$ cat config.mk
export PLATFORM = sky130hd
export DESIGN_NAME = mxv_frame_parser
export DESIGN_NICKNAME = d
export VERILOG_FILES = /design/src/rtl/mxv_pkg.sv /design/src/rtl/mxv_idx_counter.sv /design/src/rtl/mxv_frame_parser.sv
export SDC_FILE = /design/constraint.sdc
export NUM_CORES = 1
export LEC_CHECK = 0
export ABC_AREA = 0
export BUFFER_PORTS_ARGS = -buffer_cell sky130_fd_sc_hd__buf_2
export CORE_UTILIZATION = 43
export CTS_BUF_LIST = sky130_fd_sc_hd__clkbuf_4 sky130_fd_sc_hd__clkbuf_8 sky130_fd_sc_hd__clkbuf_16
export DETAILED_ROUTE_END_ITERATION = 6
export PLACE_DENSITY = 0.75
export SLEW_MARGIN = 20
export SYNTH_ARGS = -nofsm -noshare
export SYNTH_HDL_FRONTEND = slang
export SYNTH_SLANG_ARGS = --single-unit
$ cat constraint.sdc
create_clock -name clk -period 3.08 [get_ports clk]
set_clock_uncertainty 0.1 [all_clocks]
set_input_delay 0.154 -clock clk [delete_from_list [all_inputs] [get_ports clk]]
set_output_delay 0.154 -clock clk [all_outputs]
set_load 0.05 [all_outputs]
$ cat src/rtl/mxv_pkg.sv
// Shared types and constants for the matrix-vector engine UART frame parser:
// parser states, command codes, framing bytes and length helpers.
package mxv_pkg;

    typedef enum logic [2:0] {
        ST_IDLE    = 3'd0,
        ST_LEN     = 3'd1,
        ST_CMD     = 3'd2,
        ST_PAYLOAD = 3'd3,
        ST_EOF     = 3'd4
    } state_e;

    localparam logic [7:0] CMD_SET_N    = 8'h01;
    localparam logic [7:0] CMD_START    = 8'h02;
    localparam logic [7:0] CMD_LOAD_VEC = 8'h03;
    localparam logic [7:0] CMD_LOAD_MAT = 8'h04;

    localparam logic [7:0] SOF_BYTE = 8'hFE;
    localparam logic [7:0] EOF_BYTE = 8'hEF;

    function automatic logic cmd_known(input logic [7:0] cmd);
        return (cmd >= CMD_SET_N) && (cmd <= CMD_LOAD_MAT);
    endfunction

    // L field a well-formed frame must carry for this command at matrix size n.
    function automatic logic [7:0] expected_len(input logic [7:0] cmd, input logic [3:0] n);
        logic [7:0] n8;
        n8 = {4'd0, n};
        case (cmd)
            CMD_SET_N:    return 8'd3;
            CMD_START:    return 8'd2;
            CMD_LOAD_VEC: return n8 + 8'd2;
            CMD_LOAD_MAT: return (n8 * n8) + 8'd2;
            default:      return 8'd0;
        endcase
    endfunction

endpackage

$ cat src/rtl/mxv_idx_counter.sv
// Wrapping index counter: counts 0..limit, wraps to 0 on an enabled step at limit.
module mxv_idx_counter #(
    parameter int W = 4
) (
    input  logic         clk,
    input  logic         rst,
    input  logic         clr,
    input  logic         en,
    input  logic [W-1:0] limit,
    output logic [W-1:0] count,
    output logic         term
);

    assign term = (count == limit);

    // Counter register; clear wins over enable.
    always_ff @(posedge clk) begin
        if (rst) begin
            count <= '0;
        end else if (clr) begin
            count <= '0;
        end else if (en) begin
            count <= term ? '0 : count + 1'b1;
        end else begin
            count <= count;
        end
    end

endmodule

$ cat src/rtl/mxv_frame_parser.sv
// UART frame parser for the matrix-vector engine (FE, L, CMD, payload, EF).
// Optional saturating error counter enabled by defining MXV_PARSER_ERR_CNT_EN.
module mxv_frame_parser
    import mxv_pkg::*;
#(
    parameter int MAX_N     = 8,
    parameter int DEFAULT_N = 4
) (
    input  logic             clk,
    input  logic             rst,
    input  logic [7:0]       rx_data,
    input  logic             rx_valid,
    output logic [3:0]       n_cfg,
    output logic [MAX_N-1:0] fifo_wr_en,
    output logic             vec_wr_en,
    output logic [7:0]       wr_data,
    output logic [3:0]       wr_idx,
    output logic             mat_commit,
    output logic             vec_commit,
    output logic             start,
    output logic             frame_err,
    output logic             busy
`ifdef MXV_PARSER_ERR_CNT_EN
    ,
    output logic [7:0]       err_count
`endif
);

    localparam logic [MAX_N-1:0] ROW0_ONEHOT = {{(MAX_N-1){1'b0}}, 1'b1};

    state_e           state_r, state_s;
    logic [7:0]       len_r, len_s;
    logic [7:0]       cmd_r, cmd_s;
    logic [7:0]       pend_r, pend_s;
    logic [3:0]       n_cfg_s;
    logic [MAX_N-1:0] fifo_wr_s;
    logic             vec_wr_s;
    logic [7:0]       wr_data_s;
    logic [3:0]       wr_idx_s;
    logic             mat_commit_s, vec_commit_s, start_s, frame_err_s;
    logic             col_en_s, row_en_s, cnt_clr_s;
    logic [3:0]       col_cnt, row_cnt, idx_limit_s;
    logic             col_term, row_term, pend_ok_s;

    assign idx_limit_s = n_cfg - 4'd1;
    assign cnt_clr_s   = (state_r != ST_PAYLOAD);
    assign pend_ok_s   = (pend_r != 8'd0) && (pend_r <= 8'(MAX_N));

    mxv_idx_counter #(.W(4)) u_col (
        .clk(clk), .rst(rst), .clr(cnt_clr_s), .en(col_en_s),
        .limit(idx_limit_s), .count(col_cnt), .term(col_term)
    );

    mxv_idx_counter #(.W(4)) u_row (
        .clk(clk), .rst(rst), .clr(cnt_clr_s), .en(row_en_s),
        .limit(idx_limit_s), .count(row_cnt), .term(row_term)
    );

    // Next-state and next-output decode for one received byte.
    always_comb begin
        state_s      = state_r;
        len_s        = len_r;
        cmd_s        = cmd_r;
        pend_s       = pend_r;
        n_cfg_s      = n_cfg;
        fifo_wr_s    = '0;
        vec_wr_s     = 1'b0;
        wr_data_s    = wr_data;
        wr_idx_s     = wr_idx;
        mat_commit_s = 1'b0;
        vec_commit_s = 1'b0;
        start_s      = 1'b0;
        frame_err_s  = 1'b0;
        col_en_s     = 1'b0;
        row_en_s     = 1'b0;
        if (rx_valid) begin
            case (state_r)
                ST_IDLE: begin
                    if (rx_data == SOF_BYTE) begin
                        state_s = ST_LEN;
                    end else begin
                        state_s = ST_IDLE;
                    end
                end
                ST_LEN: begin
                    len_s   = rx_data;
                    state_s = ST_CMD;
                end
                ST_CMD: begin
                    cmd_s = rx_data;
                    if (cmd_known(rx_data) && (len_r == expected_len(rx_data, n_cfg))) begin
                        state_s = (rx_data == CMD_START) ? ST_EOF : ST_PAYLOAD;
                    end else begin
                        frame_err_s = 1'b1;
                        state_s     = ST_IDLE;
                    end
                end
                ST_PAYLOAD: begin
                    case (cmd_r)
                        CMD_LOAD_MAT: begin
                            fifo_wr_s = ROW0_ONEHOT << row_cnt;
                            wr_data_s = rx_data;
                            wr_idx_s  = col_cnt;
                            col_en_s  = 1'b1;
                            row_en_s  = col_term;
                            state_s   = (col_term && row_term) ? ST_EOF : ST_PAYLOAD;
                        end
                        CMD_LOAD_VEC: begin
                            vec_wr_s  = 1'b1;
                            wr_data_s = rx_data;
                            wr_idx_s  = col_cnt;
                            col_en_s  = 1'b1;
                            state_s   = col_term ? ST_EOF : ST_PAYLOAD;
                        end
                        CMD_SET_N: begin
                            pend_s  = rx_data;
                            state_s = ST_EOF;
                        end
                        default: begin
                            frame_err_s = 1'b1;
                            state_s     = ST_IDLE;
                        end
                    endcase
                end
                ST_EOF: begin
                    state_s = ST_IDLE;
                    if (rx_data == EOF_BYTE) begin
                        case (cmd_r)
                            CMD_LOAD_MAT: mat_commit_s = 1'b1;
                            CMD_LOAD_VEC: vec_commit_s = 1'b1;
                            CMD_START:    start_s      = 1'b1;
                            CMD_SET_N: begin
                                if (pend_ok_s) begin
                                    n_cfg_s = pend_r[3:0];
                                end else begin
                                    frame_err_s = 1'b1;
                                end
                            end
                            default: frame_err_s = 1'b1;
                        endcase
                    end else begin
                        frame_err_s = 1'b1;
                    end
                end
                default: state_s = ST_IDLE;
            endcase
        end else begin
            state_s = state_r;
        end
    end

    // State and registered outputs.
    always_ff @(posedge clk) begin
        if (rst) begin
            state_r    <= ST_IDLE;
            len_r      <= 8'd0;
            cmd_r      <= 8'd0;
            pend_r     <= 8'd0;
            n_cfg      <= 4'(DEFAULT_N);
            fifo_wr_en <= '0;
            vec_wr_en  <= 1'b0;
            wr_data    <= 8'd0;
            wr_idx     <= 4'd0;
            mat_commit <= 1'b0;
            vec_commit <= 1'b0;
            start      <= 1'b0;
            frame_err  <= 1'b0;
            busy       <= 1'b0;
        end else begin
            state_r    <= state_s;
            len_r      <= len_s;
            cmd_r      <= cmd_s;
            pend_r     <= pend_s;
            n_cfg      <= n_cfg_s;
            fifo_wr_en <= fifo_wr_s;
            vec_wr_en  <= vec_wr_s;
            wr_data    <= wr_data_s;
            wr_idx     <= wr_idx_s;
            mat_commit <= mat_commit_s;
            vec_commit <= vec_commit_s;
            start      <= start_s;
            frame_err  <= frame_err_s;
            busy       <= (state_s != ST_IDLE);
        end
    end

`ifdef MXV_PARSER_ERR_CNT_EN
    // Saturating count of aborted frames, cleared only by reset.
    always_ff @(posedge clk) begin
        if (rst) begin
            err_count <= 8'd0;
        end else if (frame_err_s && (err_count != 8'hFF)) begin
            err_count <= err_count + 8'd1;
        end else begin
            err_count <= err_count;
        end
    end
`else
    // Error counter not built in this configuration.
`endif

endmodule

=== Word-level counts from Yosys, hierarchy flattened ===
Index checks and enable logic that the tools add are counted.

* Output and inout port bits: 30
* Word-level logic and storage cells: 97
* Register bits after elaboration: 65

* Multipliers: 1
* Mux-type cells: 28
* Shift-type cells: 1
* Equal/unequal tests: 18
* $add $sub $neg: 5
* Reduce and logical (&&, ||, !) cells: 20
* $lt $le $gt $ge: 3
* Bitwise operators: 5

{| class="wikitable"
|+ Operators by type and width
! kind !! number
|-
| $eq A8 B2 Y1 const B || 4
|-
| $pmux W8 S4 || 1
|-
| $eq A8 B1 Y1 const B || 2
|-
| $eq A8 B3 Y1 const B || 2
|-
| $eq A8 B8 Y1 const B || 2
|-
| $mux W8 || 2
|-
| $mux W3 || 5
|-
| $mux W1 || 14
|-
| $pmux W3 S4 || 1
|-
| $pmux W3 S3 || 1
|-
| $reduce_or A3 Y1 || 3
|-
| $add A4 B1 Y4 const B || 2
|-
| $add A8 B2 Y8 const B || 1
|-
| $eq A4 B4 Y1 || 2
|-
| $eq A8 B8 Y1 || 1
|-
| $ge A8 B1 Y1 const B || 1
|-
| $le A8 B3 Y1 const B || 1
|-
| $le A8 B4 Y1 const B || 1
|-
| $mul A4 B4 Y8 || 1
|-
| $mux W4 || 2
|-
| $reduce_bool A8 Y1 || 1
|-
| $reduce_or A4 Y1 || 2
|-
| $shl A1 B4 Y8 const A || 1
|-
| $eq A3 B2 Y1 const B || 2
|-
| 15 further kinds || 26
|}

=== Longest topological paths before layout ===
* Word-level depth: 11
* Gate-level depth with buffers: 11

=== Cells and area by module ===
From an unflattened synthesis, not the netlist that was laid out.

* Cell total of the unflattened synthesis: 415
* Area, all modules: 3595.9 um^2

{| class="wikitable"
|+ By module, submodules not included
! module !! cells an instance !! times used !! area an instance (um^2) !! sequential area each (um^2)
|-
| mxv_frame_parser || 359 || 1 || 2980.4 || 1141.1
|-
| mxv_idx_counter || 28 || 2 || 307.8 || 80.1
|}

=== Worst setup path after synthesis ===
Ideal clock, no wire load.

* Path type: reg-to-reg
* Start: reg n_cfg[1]
* End: reg state_r[2]
* Cell stages (with the launch flop): 11
* Path buffers: 0
* Data arrival time: 3189 ps
* Data required time: 2896 ps
* Setup slack: -294 ps
* Clock period less this slack: 3374 ps
* Path through: dfxtp_1 -> inv_1 -> ha_1 -> ha_1 -> a21o_1 -> a21oi_1 -> xnor2_1 -> and4_2 -> nor3_1 -> or4_4 -> o31ai_2

* Word-level cells in the longest chain between the ends: 10
* Elaborated cells between the ends (all ways): 18
* Those cells by class: add/sub (3); mul (1); eq/ne (3); mux (9); reduce/logical (2)

{| class="wikitable"
|+ Ends and longest elaborated chain
! item !! line !! text
|-
| start: declaration || mxv_frame_parser.sv:13 || <nowiki>output logic [3:0] n_cfg,</nowiki>
|-
| start signal: assignment || mxv_frame_parser.sv:159 || <nowiki>n_cfg <= 4'(DEFAULT_N);</nowiki>
|-
| start signal: assignment || mxv_frame_parser.sv:174 || <nowiki>n_cfg <= n_cfg_s;</nowiki>
|-
| $mul A4 B4 Y8 || mxv_pkg.sv:33 || <nowiki>CMD_LOAD_MAT: return (n8 * n8) + 8'd2;</nowiki>
|-
| $add A8 B2 Y8 || mxv_pkg.sv:33 ||
|-
| $pmux W8 S4 || mxv_pkg.sv:29 || <nowiki>case (cmd)</nowiki>
|-
| $mux W8 || mxv_frame_parser.sv:77 || <nowiki>case (state_r)</nowiki>
|-
| $mux W8 || mxv_frame_parser.sv:76 || <nowiki>if (rx_valid) begin</nowiki>
|-
| $eq A8 B8 Y1 || mxv_frame_parser.sv:91 || <nowiki>if (cmd_known(rx_data) && (len_r == expected_len(rx_data, n_cfg))) begin</nowiki>
|-
| $logic_and A1 B1 Y1 || mxv_frame_parser.sv:91 ||
|-
| $mux W3 || mxv_frame_parser.sv:91 ||
|-
| $pmux W3 S4 (*) || mxv_frame_parser.sv:77 ||
|-
| $mux W3 (*) || mxv_frame_parser.sv:76 ||
|-
| end signal: assignment || mxv_frame_parser.sv:170 || <nowiki>state_r <= state_s;</nowiki>
|-
| end: declaration || mxv_frame_parser.sv:31 || <nowiki>state_e state_r, state_s;</nowiki>
|}

Mark *: on every way between the ends. The rest lies on a longest branch, timed or not. The select of a mux whose other input is x is not followed.
A chain may end at the register's enable or synchronous reset.

=== Final worst setup path ===
Same ends and word-level chain as after synthesis.

==> key figures <==
Clocking
  • Clock sinks: 65
  • CTS max path bufs: 2
  • Clock transition at path regs: 0.08 ns
  • CTS tree: done
  • H-tree depth: 3
  • Clk Latency, worst-skew pair: 0.35 ns
  • CTS Root Cell: clkbuf_8
  • Num CTS Buffers: 9

Synth
  • Netlist cell types: 55
  • Post-Syn Area: 3480 um2
  • Syn Nets: 458
  • Mapped Cells: 428
  • Async SR Flop Fraction: 0
  • Syn Area/Cell: just over 8 um2
  • Post-synthesis sequential area ratio: 0.374
  • Post-synth top flop: dfxtp_1
  • Post-synth EDFFs: 0
  • Synth Register Bits: 65
  • Synth warnings: 0

Placement
  • Routability congestion estimate: just over 0.9
  • PortBufs: 40
  • Inst Count DP: 556
  • Detailed Place HPWL: roughly 6.0 mm

Layout
  • Fillers: 757
  • Most frequent cells in the layout: nand2_1 (78), dfxtp_1 (61), a21oi_1 (44)
  • Ratio of cells with drive above 1 in the final layout: 0.174
  • Most common cell after layout, fill and taps aside: nand2_1
  • Fin util: 0.519
  • Post-Layout Cell Count: 574
  • # diodes: 0
  • Synthesis-to-layout area growth: 15.9%
  • Final net count: 497

Critical path
  • Worst r2r path cells: 11
  • Worst reg2reg setup slack: 0.15 ns
  • Worst Setup Start Kind: register
  • Reg-to-Reg Start: n_cfg[1]$_SDFFE_PP0P_
  • Critical path endpoint category: register
  • Critical path peak fanout: 11
  • Crit path required time: 3.24 ns
  • Crit path arrival time: about 3.1 ns
  • Crit Path Category: reg2reg
  • Reg2reg end: state_r[2]$_SDFF_PP0_

Worst hold path
  • Worst Hold Class: in2reg
  • Hold Startpoint: rx_data[5]
  • Worst Hold End: len_r[5]$_SDFFE_PP0P_
  • Hold depth: 3

Power and ir drop
  • P_leak: 0.00163 uW
  • Internal: around 1200 uW
  • Sequential power share: 0.522
  • P_sw: 372 uW
  • Switching Fraction: 0.232
  • Clock Power Share: 0.442
  • Gate power share: 0.036
  • Peak VDD IR: 0.267 mV
  • Power density cells: 399 nW/um2

Run
  • Max_cap viols: 0

Die
  • IO Count: approximately 40
  • Die height: 92.0 um
  • Placeable Area: ~7800 um2
  • Chip Width: 92.0 um
  • Die area: around 8500 um2
  • Row cnt: 32
  • Initial Util: 0.448

Detailed routing
  • WL per Instance: 14.5 um
  • DRT Pass-1 Iters: 4
  • DR WL met3: 377 um
  • Detailed Route WL: 8.32 mm
  • Detail Route met2 WL: 3.94 mm
  • Top Layer Used: met4
  • Starting DRT DRC Count: 127
  • M1 WL: 3.85 mm
  • Remaining DRCs: 0
  • Antenna viol nets, final: 0
  • Vias/cell: between 5 and 6
  • Via count: 3095

GRT
  • Number of global-route vias before repair: between 2000 and 3000
  • Largest net degree at the start of global routing: between 40 and 50
  • Initial antenna violation count: 0
  • First-pass GRT wire length: roughly 14 mm
  • Total Routing Usage GR: 0.208
  • Total gr overflow: 0

Timing
  • Final hold vios: 0
  • Worst hold slack: 0.0255 ns
  • Minimum clock period: 2.93 ns
  • Worst slew margin: 0.544
  • Period utilisation layout: 0.951
  • Slew Viols, Final: 0
  • Unrepaired setup endpoints after global routing: no
  • Sum Neg Setup Slack: 0 ns
  • Final setup vio count: 0
  • Slew @ Worst Pin: ~0.68 ns
  • Fmax: approximately 340 MHz

Run status
  • Status: finished clean
[Yosys cell counts (3+ instances only)]
cell      instances  area share
a21oi_1          45       0.065
a22oi_1           4      0.0086
and2_1           11       0.020
and3_1            3      0.0054
clkbuf_1         18       0.019
dfxtp_1          65        0.37
ha_1             18       0.065
inv_1             9      0.0097
mux2i_1          12       0.035
nand2_1          78       0.084
nand2b_1          6       0.011
nand3_1          12       0.017
nand3b_1          3      0.0065
nand4_1           3      0.0054
nor2_1           40       0.043
nor2b_1           5      0.0090
nor3_1           10       0.014
nor3b_1           4      0.0086
nor4_1            6       0.011
o21ai_0           5      0.0072
o22ai_1           3      0.0054
xnor2_1          14       0.035
xor2_1           11       0.028
[per-stage QoR]
step                      worst slack, ns  total power [uW]  cell area, um2
final                               0.150              1610            4030
after detailed placement            0.138               914            3780
after global placement              0.212               914            3780
after CTS                           0.108              1620            3990
after floorplan                    0.0159               890            3490
after global routing               0.0209              1660            4030
[layer usage]
layer,GRT usage,vias to the layer above
li1,-,1547
met1,0.261,1455
met2,0.350,78
met3,0.0456,15
met4,0.0755,0
met5,0,-
[cell families after synthesis]
group	after synthesis	share of synthesized area
compound gates	80	0.139
buf+inv	29	0.0316
flops	65	0.374
mux	12	0.0345
fa+ha+maj	19	0.0705
xor+xnor	27	0.0758
simple gates	196	0.274
[state kept, by name, indices dropped and copies added (netlist names), 3 cells and up]
signal / flops
pend_r: 8
u_row.count: 4
wr_idx: 4
cmd_r: 8
u_col.count: 4
n_cfg: 4
fifo_wr_en: 8
len_r: 8
state_r: 3
wr_data: 8
[layout make-up]
cell class | instances | area, um2 | share of cell area
multi-input cells | 334 | 2100 | 0.520
inverters | 9 | 33.8 | 0.00838
repair buffers | 48 | 263 | 0.0652
flip-flops and latches | 65 | 1310 | 0.325
well taps | 102 | 128 | 0.0316
clock inverters | 3 | 22.5 | 0.00558
clock buffers | 13 | 179 | 0.0444
[repair_timing]
item	4_1_cts	5_1_grt
endpoints found under the setup margin	0	3
resized for setup	0	6
hold endpoints to repair	1	0
setup buffers	0	1
hold buffers	1	0
[power groups by stage]
stage / Combinational [uW] / Clock, uW / Sequential [uW]
finish: 57.1 / 711 / 839
global route: 62.0 / 762 / 839
CTS: 55.7 / 724 / 840
detailed placement: 54.6 / 0 / 860
global placement: 54.2 / 0 / 859
floorplan: 30.9 / 0 / 860
[worst max-delay path, stage by stage (launching register included)]
cell and delay (ns):
dfxtp_4 0.39, inv_1 0.10, buf_4 0.15, nor2_1 0.05, ha_1 0.37, a211oi_2 0.25, o22ai_2 0.16, or2_2 0.30
a21oi_1 0.13, nor3_1 0.08, or4_4 0.55, o31ai_2 0.21
[worst max-delay path by stage]
stage,start,endpoint,slack [ns],depth (start not counted)
5_1_grt,n_cfg[1]$_SDFFE_PP0P_,state_r[2]$_SDFF_PP0_,0.02,11
3_5_place_dp,n_cfg[1]$_SDFFE_PP0P_,state_r[2]$_SDFF_PP0_,0.14,11
4_1_cts,n_cfg[1]$_SDFFE_PP0P_,state_r[2]$_SDFF_PP0_,0.11,11
6_report,n_cfg[1]$_SDFFE_PP0P_,state_r[2]$_SDFF_PP0_,0.15,11
3_3_place_gp,n_cfg[1]$_SDFFE_PP0P_,state_r[2]$_SDFF_PP0_,0.21,9
2_1_floorplan,n_cfg[1]$_SDFFE_PP0P_,state_r[2]$_SDFF_PP0_,0.02,10
(Power assumes the default switching activity.)
